## src/rtl/serial_mag_comparator.sv

```systemverilog
`default_nettype none
// +----------------------------------------------------------------------------+
// | serial_mag_comparator                                                      |
// | Bit-serial unsigned magnitude comparator, MSB-first, one bit per clock.   |
// | Rev 1.0                                                                    |
// +----------------------------------------------------------------------------+
module serial_mag_comparator #(
  parameter int WIDTH = 8,
  parameter int CNT_W = $clog2(WIDTH)
) (
  input  logic             clk,
  input  logic             rst_n,
  input  logic             start,
  input  logic [WIDTH-1:0] a_in,
  input  logic [WIDTH-1:0] b_in,
  output logic             busy,
  output logic             done,
  output logic             a_lt_b,
  output logic             a_eq_b,
  output logic             a_gt_b
);

  localparam logic [CNT_W-1:0] C_CNT_MAX = CNT_W'(WIDTH - 1);

  typedef enum logic [1:0] {
    IDLE = 2'd0,
    RUN  = 2'd1,
    DONE = 2'd2
  } state_t;

  state_t           r_state;
  state_t           w_state_nxt;
  logic [CNT_W-1:0] r_cnt;
  logic [WIDTH-1:0] r_a;
  logic [WIDTH-1:0] r_b;
  logic             r_g;
  logic             r_e;
  logic             r_lt;
  logic             r_eq;
  logic             r_gt;
  logic             w_bit_a;
  logic             w_bit_b;
  logic             w_g_nxt;
  logic             w_e_nxt;
  logic             w_last_bit;

  // One step of the comparator cell on the bit currently selected by the counter.
  assign w_bit_a    = r_a[r_cnt];
  assign w_bit_b    = r_b[r_cnt];
  assign w_g_nxt    = r_g | (~w_bit_a & w_bit_b & r_e);
  assign w_e_nxt    = r_e & ~(w_bit_a ^ w_bit_b);
  assign w_last_bit = (r_cnt == '0);

  always_comb begin
    w_state_nxt = r_state;
    case (r_state)
      IDLE:    if (start) w_state_nxt = RUN;
      RUN:     if (w_last_bit) w_state_nxt = DONE;
      DONE:    w_state_nxt = IDLE;
      default: w_state_nxt = IDLE;
    endcase
  end

  always_ff @(posedge clk or negedge rst_n) begin
    if (!rst_n) begin
      r_state <= IDLE;
    end else begin
      r_state <= w_state_nxt;
    end
  end

  // Flags are loaded on the edge that evaluates bit 0 so they are valid with done.
  always_ff @(posedge clk or negedge rst_n) begin
    if (!rst_n) begin
      r_cnt <= C_CNT_MAX;
      r_a   <= '0;
      r_b   <= '0;
      r_g   <= 1'b0;
      r_e   <= 1'b1;
      r_lt  <= 1'b0;
      r_eq  <= 1'b0;
      r_gt  <= 1'b0;
    end else begin
      case (r_state)
        IDLE: begin
          if (start) begin
            r_a   <= a_in;
            r_b   <= b_in;
            r_g   <= 1'b0;
            r_e   <= 1'b1;
            r_cnt <= C_CNT_MAX;
            r_lt  <= 1'b0;
            r_eq  <= 1'b0;
            r_gt  <= 1'b0;
          end
        end
        RUN: begin
          r_g <= w_g_nxt;
          r_e <= w_e_nxt;
          if (w_last_bit) begin
            r_lt <= w_g_nxt;
            r_eq <= w_e_nxt;
            r_gt <= ~w_g_nxt & ~w_e_nxt;
          end else begin
            r_cnt <= r_cnt - 1'b1;
          end
        end
        default: ;
      endcase
    end
  end

  assign busy   = (r_state == RUN);
  assign done   = (r_state == DONE);
  assign a_lt_b = r_lt;
  assign a_eq_b = r_eq;
  assign a_gt_b = r_gt;

endmodule
`default_nettype wire

```

## config.mk

```make
export PLATFORM = sky130hd
export DESIGN_NAME = serial_mag_comparator
export DESIGN_NICKNAME = d
export VERILOG_FILES = /design/src/rtl/serial_mag_comparator.sv
export SDC_FILE = /design/constraint.sdc
export NUM_CORES = 1
export LEC_CHECK = 0
export BUFFER_PORTS_ARGS = -buffer_cell sky130_fd_sc_hd__buf_2
export CAP_MARGIN = 20
export CORE_AREA = 5 5 55 57
export DETAILED_ROUTE_END_ITERATION = 7
export DIE_AREA = 0 0 60 62
export PLACE_DENSITY_LB_ADDON = 0.1
export RECOVER_POWER = 50
export SYNTH_ARGS = -nofsm -noshare
export SYNTH_HDL_FRONTEND = slang
export SYNTH_SLANG_ARGS = --single-unit
```

## constraint.sdc

```tcl
create_clock -name clk -period 2.85 [get_ports clk]
set_input_delay 0.855 -clock clk [delete_from_list [all_inputs] [get_ports clk]]
set_output_delay 0.855 -clock clk [all_outputs]
set_load 0.01 [all_outputs]
```

==> out/results.ini <==
[power]
p_int_mw = 1.16
sequentialPowerShare = 0.415
switchingPower_uw = 549
pwr-share-clk = 0.148
pwr-share-comb = 0.438
p_leak_nw = 0.691
netSwitchingFraction = 0.322
power.total_mw = 1.71
ir_drop_mv = 0.789
power_density_nw_per_um2 = 1170

[sta]
tightest_slew_ns = 1.37
setup_tns_ns = 0
max_freq_mhz = 447
finClkSkew_ns = 0.0121
slew_viol_final = 0
fin_crit_sh = 0.786
rsz0062_at_grt = no
fin_crit_ns = 2.24
maxSlewHeadroom = 0.0868
final_hold_viol_count = 0
setup_viol = 0

[layout]
postLayoutCoreUtil = 0.601
num-fill-cells = 201
area_delta_synth_final_pct = 13.2
nets = 138
diodes = 0
drive_gt1_frac = 0.504

[clocking]
cts-root-buf = clkbuf_4
htreeDepth = 1
clk_path_buf_depth = 2
post_cts_buffers = 0
clk_latency_ns = 0.33
cts-buffers-inserted = 3
cts_resized = 0
path_clk_slew_ns = 0.15
postCtsHoldBufs = 0
cts_sinks = 26
cts_tree = yes

[drt]
via_per_inst = 5.34
drt_wl_total_mm = 2.20
drc_errors = 0
wl_per_cell_um = 15.1
antenna_left = 0
drt_iter0_markers = 8
via_count = 774
first_pass_iters = 3

[grt]
grt_use_met3 = 0.0517
grt_max_degree = 27
grt_pass1_vias = 757
antenna_found_initial = 0
grt_util_met1 = 0.165
use_met2 = 0.225
grt_first_pass_wirelength_mm = 3.57
track_usage = 0.134
busiest_layer = met2
grt-ovfl-total = 0

[floorplan]
initial_utilization = 0.531
ios = 24
dieHeight_um = 62
die_w_um = 60
die_area_um2 = 3720
core_um2 = 2430
num_rows = 18

[synthesis]
netlist.area_leader.share = 0.426
synth_area_leaders = dfrtp_1, mux2_4, dfstp_2, mux2_2, mux4_2
syn_nets = 113
synth_seq_cells = 26
synth_area_per_cell_um2 = 14.2
yosysSeqAreaShare = 0.507
yosysWarnings = 0
yosysTopAreaCell = dfrtp_1
syn_area_um2 = 1290
yosysUniqueCellTypes = 29
syn_inst = 91

[critical_path]
startpoint = r_cnt[1]$_DFFE_PN1P_
r2r-start = r_cnt[1]$_DFFE_PN1P_
rrSetupSlack_ns = 0.61
critPathLaunchType = register
reg2reg_to = a_gt_b$_DFFE_PN0P_
critPathMaxFanout = 6
critical_path_class = reg2reg
required_ns = 3.07
crit_arrival_ns = 2.46
endpoint_kind = register
worstRegToRegCells = 7

[outcome]
outcome = completed

[job]
drv_cap = 0

[placement]
port_buffers = 23
gp_congestion = 0.779
place_hpwl_mm = 1.65

[hold_path]
holdCritStartpoint = r_b[5]$_DFFE_PN0P_
worst_hold_path_type = reg2reg
holdPathStages = 1
min_to = r_b[5]$_DFFE_PN0P_

-- power by group through the flow --
stage | registers (mW) | clock network [mW] | logic, mW
2_1_floorplan | 0.655 | 0 | 0.669
3_3_place_gp | 0.719 | 0 | 0.729
3_5_place_dp | 0.723 | 0 | 0.758
4_1_cts | 0.714 | 0.258 | 0.762
5_1_grt | 0.735 | 0.273 | 0.827
6_report | 0.707 | 0.252 | 0.747
-- flip-flops by register name (all words and copies together), names as in the netlist --
register and cells:
r_g 1, a_gt_b 1, a_eq_b 1, r_cnt 3, r_e 1, r_b 8, r_a 8, a_lt_b 1
r_state 2
-- critical path, stage by stage (launching register included) --
cell and delay [ns]:
dfstp_1 0.73, mux4_2 0.54, nand2_1 0.08, nand2_1 0.06, ha_1 0.30, o21a_1 0.12, nor3_1 0.04, mux2_4 0.26
-- cell families (layout without fill, tap and decap cells) --
logic type | after synthesis | count (layout) | share of synthesized area
DFF | 26 | 26 | 0.507
muxes | 25 | 25 | 0.283
and+or+nand+nor | 17 | 17 | 0.0716
AOI/OAI and AO/OA | 12 | 12 | 0.0658
buffers and inverters | 8 | 32 | 0.0436
adders and majority gates | 3 | 3 | 0.0290
-- routing by layer --
layer | routed length, um | part of all wire
met1 | 943 | 0.43
met2 | 1090 | 0.50
met3 | 146 | 0.066
met4 | 19 | 0.0087
met5 | 0 | 0
-- cells in the mapped netlist --
library cell / count
and3_1: 1
a21oi_4: 1
and2_1: 1
nor3_1: 2
inv_2: 1
a2bb2oi_1: 1
dfrtp_1: 22
mux2_4: 11
buf_6: 1
buf_2: 2
inv_1: 3
mux4_2: 4
a31oi_1: 1
o21a_1: 1
o32a_1: 1
nand2b_1: 1
ha_1: 3
a21oi_1: 4
mux2_2: 8
dfstp_2: 4
nor2_1: 6
o22ai_1: 1
mux2i_1: 2
nand2_1: 3
buf_12: 1
nor2b_2: 1
o21ai_0: 2
nor3b_2: 1
nand2b_2: 1
-- placed cells by master, fill, tap and decap left out --
cell type  count
a21oi_4        1
o21ai_0        2
nor3_1         2
clkbuf_4       3
nand2b_1       1
and2_1         1
inv_1          3
mux2_4        11
o32a_1         1
o21a_1         1
nand2_1        3
buf_2         22
and3_1         1
a31oi_1        1
a21oi_1        4
dfstp_2        3
ha_1           3
nor3b_2        1
o22ai_1        1
buf_4          1
clkbuf_1       1
bufinv_16      1
mux4_2         4
nor2_1         6
nor2b_2        1
mux2i_1        2
mux2_2         8
dfstp_1        1
nand2b_2       1
inv_2          1
a2bb2oi_1      1
dfrtp_1       22
-- final cells by class --
class / instances / area, um^2 / area share
clock buffers: 3 / 22.5 / 0.0154
well taps: 30 / 37.5 / 0.0257
flip-flops and latches: 26 / 656 / 0.448
clock inverters: 1 / 30.0 / 0.0205
repair buffers: 24 / 121 / 0.0830
inverters: 4 / 15.0 / 0.0103
multi-input cells: 57 / 581 / 0.397
-- stage by stage --
| step | hold WS, ns | cells | worst slack (ns) | cell area (um^2) |
|---|---|---|---|---|
| after floorplan | 0.475 | 91 | 0.769 | 1290 |
| after global placement | 0.485 | 141 | 0.770 | 1410 |
| after detailed placement | 0.497 | 141 | 0.727 | 1410 |
| after CTS | 0.508 | 145 | 0.686 | 1460 |
| after global routing | 0.545 | 145 | 0.465 | 1460 |
| final | 0.523 | 145 | 0.611 | 1460 |
-- how the worst max path moves through the flow --
| stage | to | slack (ns) |
|---|---|---|
| 5_1_grt | a_gt_b$_DFFE_PN0P_ | 0.46 |
| 3_3_place_gp | a_gt_b$_DFFE_PN0P_ | 0.77 |
| 3_5_place_dp | a_gt_b$_DFFE_PN0P_ | 0.73 |
| 4_1_cts | busy | 0.69 |
| 6_report | a_gt_b$_DFFE_PN0P_ | 0.61 |
| 2_1_floorplan | a_eq_b$_DFFE_PN0P_ | 0.77 |
Note: power is estimated with default switching activity, not from simulation.
